File: src/rtl/miner_pkg.sv
// rtl/miner_pkg.sv - shared widths, header field offsets and scheduler state encoding
package miner_pkg;
   localparam int HDR_W           = 608;
   localparam int HDR_VERSION_LSB = 576;
   localparam int HDR_PREV_LSB    = 320;
   localparam int HDR_MERKLE_LSB  = 64;
   localparam int HDR_BTIME_LSB   = 32;
   localparam int HDR_BITS_LSB    = 0;

   typedef enum logic [2:0] {
      IDLE,
      START,
      RUN,
      DRAIN,
      REPORT
   } sched_state_t;
endpackage

File: src/rtl/miner_found_picker.sv
// rtl/miner_found_picker.sv - lowest-index found-core priority encoder with nonce mux
module miner_found_picker #(
   parameter int N_CORES = 4,
   parameter int IDX_W   = 2
) (
   input  logic [N_CORES-1:0]    core_found,
   input  logic [32*N_CORES-1:0] core_nonce_out,
   output logic                  any,
   output logic [IDX_W-1:0]      idx,
   output logic [31:0]           nonce
);
   // Scan downward so the lowest index found last wins.
   always_comb begin
      any   = 1'b0;
      idx   = '0;
      nonce = '0;
      for (int i = N_CORES - 1; i >= 0; i--) begin
         if (core_found[i]) begin
            any   = 1'b1;
            idx   = IDX_W'(i);
            nonce = core_nonce_out[32*i +: 32];
         end
      end
   end
endmodule

File: src/rtl/miner_job_scheduler.sv
// rtl/miner_job_scheduler.sv - job dispatch across N_CORES cores; optional watchdog via MINER_SCHED_WATCHDOG_EN
module miner_job_scheduler
   import miner_pkg::*;
#(
   parameter int N_CORES        = 4,
   parameter int TIMEOUT_CYCLES = 1000000,
   localparam int LOG2_N        = $clog2(N_CORES),
   localparam int IDX_W         = (LOG2_N > 0) ? LOG2_N : 1
) (
   input  logic                  clk,
   input  logic                  rst_n,
   input  logic                  job_valid,
   output logic                  job_ready,
   input  logic [HDR_W-1:0]      job_hdr,
   input  logic [31:0]           job_nonce_base,
   input  logic                  job_abort,
   output logic [HDR_W-1:0]      core_hdr,
   output logic [N_CORES-1:0]    core_start,
   output logic [32*N_CORES-1:0] core_nonce_in,
   output logic                  core_abort,
   input  logic [N_CORES-1:0]    core_done,
   input  logic [N_CORES-1:0]    core_found,
   input  logic [32*N_CORES-1:0] core_nonce_out,
   output logic                  res_valid,
   input  logic                  res_ready,
   output logic                  res_found,
   output logic [31:0]           res_nonce,
   output logic [IDX_W-1:0]      res_core,
   output logic                  busy
);
   sched_state_t           state_q;
   logic                   first_q;
   logic                   suppress_q;
   logic [HDR_W-1:0]       core_hdr_q;
   logic [32*N_CORES-1:0]  nonce_in_q, nonce_in_d;
   logic [N_CORES-1:0]     core_start_q;
   logic                   core_abort_q;
   logic                   res_valid_q, res_found_q;
   logic [31:0]            res_nonce_q;
   logic [IDX_W-1:0]       res_core_q;
`ifdef MINER_SCHED_WATCHDOG_EN
   logic [31:0]            wd_cnt_q;
`endif

   logic                   pick_any;
   logic [IDX_W-1:0]       pick_idx;
   logic [31:0]            pick_nonce;

   miner_found_picker #(.N_CORES(N_CORES), .IDX_W(IDX_W)) u_picker (
      .core_found     (core_found),
      .core_nonce_out (core_nonce_out),
      .any            (pick_any),
      .idx            (pick_idx),
      .nonce          (pick_nonce)
   );

   // Each core takes an equal top-bits slice of the nonce space; wrap is intentional.
   always_comb begin
      nonce_in_d = '0;
      for (int i = 0; i < N_CORES; i++) begin
         nonce_in_d[32*i +: 32] = job_nonce_base + (32'(i) << (32 - LOG2_N));
      end
   end

   always_ff @(posedge clk) begin
      if (!rst_n) begin
         state_q      <= IDLE;
         first_q      <= 1'b0;
         suppress_q   <= 1'b0;
         core_hdr_q   <= '0;
         nonce_in_q   <= '0;
         core_start_q <= '0;
         core_abort_q <= 1'b0;
         res_valid_q  <= 1'b0;
         res_found_q  <= 1'b0;
         res_nonce_q  <= '0;
         res_core_q   <= '0;
`ifdef MINER_SCHED_WATCHDOG_EN
         wd_cnt_q     <= '0;
`endif
      end else begin
         core_start_q <= '0;
         core_abort_q <= 1'b0;
         first_q      <= 1'b0;
         case (state_q)
            IDLE: begin
               if (job_valid) begin
                  core_hdr_q <= job_hdr;
                  nonce_in_q <= nonce_in_d;
                  state_q    <= START;
               end
            end
            START: begin
               if (&core_done) begin
                  core_start_q <= '1;
                  first_q      <= 1'b1;
`ifdef MINER_SCHED_WATCHDOG_EN
                  wd_cnt_q     <= '0;
`endif
                  state_q      <= RUN;
               end
            end
            RUN: begin
`ifdef MINER_SCHED_WATCHDOG_EN
               wd_cnt_q <= wd_cnt_q + 32'd1;
`endif
               if (pick_any) begin
                  res_found_q  <= 1'b1;
                  res_nonce_q  <= pick_nonce;
                  res_core_q   <= pick_idx;
                  suppress_q   <= 1'b0;
                  core_abort_q <= 1'b1;
                  state_q      <= DRAIN;
               end else if (job_abort) begin
                  suppress_q   <= 1'b1;
                  core_abort_q <= 1'b1;
                  state_q      <= DRAIN;
               end
`ifdef MINER_SCHED_WATCHDOG_EN
               else if (wd_cnt_q == 32'(TIMEOUT_CYCLES - 1)) begin
                  res_found_q  <= 1'b0;
                  res_nonce_q  <= '0;
                  res_core_q   <= '0;
                  suppress_q   <= 1'b0;
                  core_abort_q <= 1'b1;
                  state_q      <= DRAIN;
               end
`endif
               // done is still stale from before the start pulse on the first RUN cycle
               else if (!first_q && (&core_done)) begin
                  res_found_q <= 1'b0;
                  res_nonce_q <= '0;
                  res_core_q  <= '0;
                  res_valid_q <= 1'b1;
                  state_q     <= REPORT;
               end
            end
            DRAIN: begin
               if (&core_done) begin
                  if (suppress_q) begin
                     state_q <= IDLE;
                  end else begin
                     res_valid_q <= 1'b1;
                     state_q     <= REPORT;
                  end
               end
            end
            REPORT: begin
               if (res_ready) begin
                  res_valid_q <= 1'b0;
                  state_q     <= IDLE;
               end
            end
            default: state_q <= IDLE;
         endcase
      end
   end

   assign job_ready     = rst_n && (state_q == IDLE);
   assign busy          = (state_q != IDLE);
   assign core_hdr      = core_hdr_q;
   assign core_start    = core_start_q;
   assign core_nonce_in = nonce_in_q;
   assign core_abort    = core_abort_q;
   assign res_valid     = res_valid_q;
   assign res_found     = res_found_q;
   assign res_nonce     = res_nonce_q;
   assign res_core      = res_core_q;
endmodule

File: config.mk
export PLATFORM = sky130hd
export DESIGN_NAME = miner_job_scheduler
export DESIGN_NICKNAME = d
export VERILOG_FILES = /design/src/rtl/miner_pkg.sv /design/src/rtl/miner_found_picker.sv /design/src/rtl/miner_job_scheduler.sv
export SDC_FILE = /design/constraint.sdc
export NUM_CORES = 1
export LEC_CHECK = 0
export CORE_AREA = 2 2 605 607
export DETAILED_ROUTE_END_ITERATION = 6
export DIE_AREA = 0 0 607 609
export GPL_TIMING_DRIVEN = 0
export PLACE_DENSITY = 0.3
export SETUP_SLACK_MARGIN = 0.02
export SYNTH_ARGS = -nofsm -noshare
export SYNTH_HDL_FRONTEND = slang
export SYNTH_SLANG_ARGS = --single-unit
File: constraint.sdc
create_clock -name clk -period 3.6 [get_ports clk]
set_input_delay 0.9 -clock clk [delete_from_list [all_inputs] [get_ports clk]]
set_output_delay 0.9 -clock clk [all_outputs]
set_load 0.02 [all_outputs]
Word level (Yosys, flattened, before mapping)
Index checks and enable logic that the tools add are counted.
{"block": "word_totals", "output_inout_bits": 779, "elab_cells": 87, "ramBits": 0, "latchBits": 0, "inputBits": 781, "mem_count": 0, "rom_bits": 0, "register_bits": 782}
{"block": "classes", "n_eq_ne": 14, "shift": 0, "reduce_logical": 16, "addsub": 3, "mux": 43, "bitwise_logic": 0, "n_mul": 0, "order_cmp": 0, "n_div": 0}
{"op": "two-way mux 32 bit", "count": 7}
{"op": "adder 32 bit, second input constant", "count": 2}
{"op": "adder 32 x 31 -> 32 bit, second input constant", "count": 1}
{"op": "two-way mux 3 bit", "count": 8}
{"op": "two-way mux 1 bit", "count": 18}
{"op": "!= test 2 bit, second input constant", "count": 8}
{"op": "case mux 3 bit (5 select lines)", "count": 1}
{"op": "two-way mux 2 bit", "count": 7}
{"op": "AND reduction 2 bit", "count": 4}
{"op": "AND reduction 7 bit", "count": 1}
{"op": "equality test 3 x 2 -> 1 bit, second input constant", "count": 2}
{"op": "nonzero test 3 bit", "count": 2}
{"op": "AND reduction 5 bit", "count": 1}
{"op": "two-way mux 4 bit", "count": 1}
{"op": "!= test 4 bit, second input constant", "count": 1}
{"op": "AND reduction 4 bit", "count": 1}
{"op": "nonzero test 2 bit", "count": 2}
{"op": "equality test 3 x 1 -> 1 bit, second input constant", "count": 1}
{"op": "equality test 3 bit, second input constant", "count": 1}
{"op": "zero test 3 bit", "count": 1}
{"op": "case mux 1 bit (3 select lines)", "count": 1}
{"op": "AND reduction 3 bit", "count": 1}
{"op": "logical AND 1 bit", "count": 2}
{"op": "!= test 2 x 1 -> 1 bit, second input constant", "count": 1}
{"op": "zero test 1 bit", "count": 1}

Depth between registers and ports, before layout
{"block": "depth", "depth_word": 6, "depth_mapped": 9, "ltp_nobuf": 4}

By module
A second synthesis with hierarchy kept.
{"block": "hier_totals", "cells_unflattened": 3248, "hier_area_um2": 25919.9}
{"mod": "miner_job_scheduler", "n_inst": 1, "cells_per_inst": 3125, "area_each_um2": 24855.1}
{"mod": "miner_found_picker", "n_inst": 1, "cells_per_inst": 123, "area_each_um2": 1064.8}

Worst setup path after synthesis
No wires, ideal clock.
{"block": "synth_timing", "path_type": "input-to-output", "startpoint": "input rst_n", "endpoint": "output job_ready", "n_path_buf": 0, "stages": 2, "required_time_ns": 2.700, "slack_ns": 1.205, "t_arrival_ns": 1.495, "cell_sequence": "nand2b_1 -> nor3_1"}
{"block": "synth_via", "elab_chain_len": 1}
{"element": "start: declaration", "line_no": "miner_job_scheduler.sv:11", "rtl": "input logic rst_n,"}
{"element": "logical AND 1 bit", "line_no": "miner_job_scheduler.sv:159", "rtl": "assign job_ready = rst_n && (state_q == IDLE);"}
{"element": "end: declaration", "line_no": "miner_job_scheduler.sv:13", "rtl": "output logic job_ready,"}
Every way passes these cells.

Worst setup path after layout
Same ends and word-level chain as after synthesis.

==> tab_implementation.tex <==
\begin{tabular}{lr}
\hline
Metric & Value \\
\hline
\multicolumn{2}{l}{\textbf{Timing}} \\
\quad Slew @ Worst Pin & 1268 ps \\
\quad Post-layout minimum cycle time & 3442 ps \\
\quad Post-route clock skew & 58.41 ps \\
\quad Headroom to the max-slew limit & 15.49\% \\
\quad Number of hold-slack violations in the final timing report & 0 \\
\quad Count of endpoints failing setup in the final report & 0 \\
\quad Unrepaired setup endpoints after global routing & false \\
\quad Crit share post-route & 95.61\% \\
\quad Max Transition Viols Final & 0 \\
\quad Maximum clock rate & 0.2905 GHz \\
\multicolumn{2}{l}{\textbf{Logic synthesis}} \\
\quad Mapped Area & 26690 sq um \\
\quad Mapped Cells & 3173 \\
\quad Mean cell area of the mapped netlist & 8.411 sq um \\
\quad Ranking of synthesized cells by area & dfxtp\_1 (51\%), nand2\_1 (19\%), a21boi\_0 (13\%) \\
\quad Most repeated cell in the gate-level netlist after synthesis & nand2\_1 \\
\quad Library cell occupying the most area in the post-synthesis netlist & dfxtp\_1 \\
\quad Yosys reg bits & 686 \\
\quad Sequential element share of the synthesized area & 51.46\% \\
\quad Synthesis warning total & 0 \\
\quad Commonest cells post-synth & nand2\_1 (1321), dfxtp\_1 (686), a21boi\_0 (464) \\
\quad Count of different cell masters after synthesis & 38 \\
\quad Most used flip-flop cell after synthesis & dfxtp\_1 \\
\quad Net count after synthesis & 3954 \\
\quad Share of the synthesized area in the top cell type & 51.46\% \\
\quad Share of async-settable or async-resettable flops after synthesis & 0\% \\
\quad Count of flip-flops with a built-in enable after synthesis & 0 \\
\multicolumn{2}{l}{\textbf{Route}} \\
\quad Pre-Repair DR Iteration Count & 6 \\
\quad Antenna-violating nets left & 0 \\
\quad Final routed DRC violation total & 0 \\
\quad Total routed wirelength & 303800 microns \\
\quad Number of violations reported at the end of detailed-routing iteration 0 & 1749 \\
\quad Wire per inst & 30.99 microns \\
\quad Vias/cell & 3.097 \\
\quad Vias after detailed routing & 30350 \\
\multicolumn{2}{l}{\textbf{Global routing}} \\
\quad Maximum number of pins on one net before global-route repair & 18 \\
\quad Total routing usage reported by global routing & 15.81\% \\
\quad First-pass GRT wire length & 369600 microns \\
\quad Vias in the first global route & 29950 \\
\quad Grt total ovfl & 0 \\
\quad Antenna violations before repair & 218 \\
\multicolumn{2}{l}{\textbf{CTS}} \\
\quad Buffer type at the clock tree root & clkbuf\_16 \\
\quad Skew-Pair Late Insertion Delay & 840 ps \\
\quad Total number of clock tree sinks & 686 \\
\quad CTS tree & built \\
\quad Hold-fix buffers at CTS & 0 \\
\quad CTS clock-pin slew for the worst setup and hold paths & 50 ps \\
\quad CTS H-tree depth & 3 \\
\quad Number of buffers inserted during clock tree synthesis & 103 \\
\quad Worst-case clock buffer depth & 4 \\
\multicolumn{2}{l}{\textbf{Power}} \\
\quad Power Total & 25.03 mW \\
\quad Power per unit of standard cell area & 479.6 nW/um\^{}2 \\
\quad Leakage power summed over all cells & 17.95 nW \\
\quad Largest voltage drop on the vdd net & 0.0004057 V \\
\multicolumn{2}{l}{\textbf{Cells and area}} \\
\quad Core occupancy in the finished layout & 14.34\% \\
\quad Fin cells & 9802 \\
\quad Register cell area after layout & 13730 sq um \\
\quad Synthesis-to-layout area growth & 95.56\% \\
\quad Fraction of layout cells with a size suffix above 1 & 8.088\% \\
\quad Nets@finish & 5628 \\
\quad Fill cell instance count of the final layout & 41370 \\
\quad Footprint of the multi-input gates & 11200 sq um \\
\multicolumn{2}{l}{\textbf{Critical path}} \\
\quad Depth of the worst register-to-register path & 8 \\
\quad Crit. End Element & output pin \\
\quad CP Data Required Time & 2700 ps \\
\quad CP Max Fanout & 6 \\
\quad Signal arrival time at the worst endpoint & 2540 ps \\
\quad Category of the worst setup path launch point & input port \\
\quad Worst Setup Path Type & input port to output pin \\
\multicolumn{2}{l}{\textbf{Min path}} \\
\quad Instance count along the most critical hold path & 2 \\
\quad Class of the tightest hold or removal check & flop to flop \\
\multicolumn{2}{l}{\textbf{Die}} \\
\quad Area of the die & 369700 sq um \\
\quad Die W & 607 microns \\
\quad Starting Density & 7.335\% \\
\quad Placement row count & 222 \\
\quad Die height & 609 microns \\
\quad Number of primary I/O pins & 1560 \\
\quad Core region area & 363900 sq um \\
\multicolumn{2}{l}{\textbf{Place}} \\
\quad Total instance count after detailed placement & 9558 \\
\quad Routability cong. & 0.9206 \\
\quad \# port buffers & 1558 \\
\quad Sum of net half-perimeters after detailed placement & 272200 microns \\
\multicolumn{2}{l}{\textbf{Job}} \\
\quad Number of maximum-capacitance violations & 0 \\
\multicolumn{2}{l}{\textbf{Outcome}} \\
\quad Status & finished, final reports clean \\
\hline
\end{tabular}
[placed cells by master (no fill, tap or decap), drive strengths merged, types with 2 or more instances in the layout]
cell type      count
nor3               7
nor2b             34
a21oi              4
a221oi            32
diode             65
nor4               2
clkbuf           281
o21ai              5
nand3              3
clkinvlp           7
a22o              32
clkdlybuf4s50   1557
bufinv            11
nand2b             4
a21boi           645
clkinv            21
nand2           1321
inv                6
dfxtp            686
buf              207
nor2               8
o31ai             33
[report_power, final]
part           leakage (nW)  internal (mW)  switching [mW]
logic                  10.6           2.34            3.26
registers              5.63           8.12           0.469
clock network          1.72           6.47            4.38
total                  18.0           16.9            8.11
[path summary, 6_finish.rpt]
| path | from | to | slack, ps |
|---|---|---|---|
| max | rst_n | job_ready | 160 |
| min | core_hdr[387] | core_hdr[387] | 450 |
| max reg2reg | state_q[0] | core_hdr[393] | 510 |
| min reg2reg | core_hdr[387] | core_hdr[387] | 450 |
[repair_timing]
item	CTS	global route
setup endpoints to repair	6	0
buffers inserted	0	0
resized for setup	9	0
[metrics by stage]
| step | instance area (sq um) | hold slack, ps | setup TNS (ps) | setup WS, ps |
|---|---|---|---|---|
| finish | 52190 | 450.3 | 0 | 158.0 |
| global route | 52050 | 475.5 | 0 | 43.92 |
| CTS | 52030 | 432.1 | 0 | 22.72 |
| detailed placement | 48490 | 447.2 | -271110 | -1528 |
| global placement | 48310 | 442.7 | -1032340 | -3075 |
| floorplan | 26690 | 437.4 | 0 | 1205 |
[state kept, by name, summed over array words and instances (netlist names)]
register and flops:
core_hdr 608, state_q 3, res_core 2, core_nonce_in 36
res_found 1, core_abort 1, suppress_q 1, core_start 1
res_nonce 32, res_valid 1
[per-layer routing]
| layer | part of all wire, % | vias to the layer above | GRT usage (%) | wire length, microns |
|---|---|---|---|---|
| met5 | 0.33 | - | 0 | 1000 |
| met4 | 2.5 | 152 | 3.625 | 7719 |
| met3 | 12 | 470 | 7.785 | 34970 |
| met2 | 47 | 1313 | 26.67 | 143200 |
| met1 | 38 | 14700 | 17.70 | 116800 |
| li1 | - | 13720 | - | - |
[cells by family (layout without fill, tap and decap cells)]
group / Yosys count / after routing / share of synthesized area [%]
xor gates and xnor gates: 1 / 1 / 0.03282
DFF: 686 / 686 / 51.46
other: 0 / 65 / 0
buffers and inverters: 343 / 2091 / 6.863
muxes: 1 / 1 / 0.03751
and+or+nand+nor: 1384 / 1384 / 20.04
AOI/OAI and AO/OA: 758 / 758 / 21.57
[worst max-delay path: stages]
cell	delay, ps
clkdlybuf4s15_2	350
nand2b_1	240
nor3_2	320
clkdlybuf4s50_1	710
[cell type report]
type                    instances  area share, %
well taps                    4816          11.55
clock inverters                43          1.155
diodes                         65         0.3116
flip-flops and latches        686          26.31
inverters                       2        0.01438
multi-input cells            2144          21.46
plain buffers                 341          3.507
repair buffers               1569          30.12
clock buffers                 136          5.578
(Power assumes the default switching activity.)
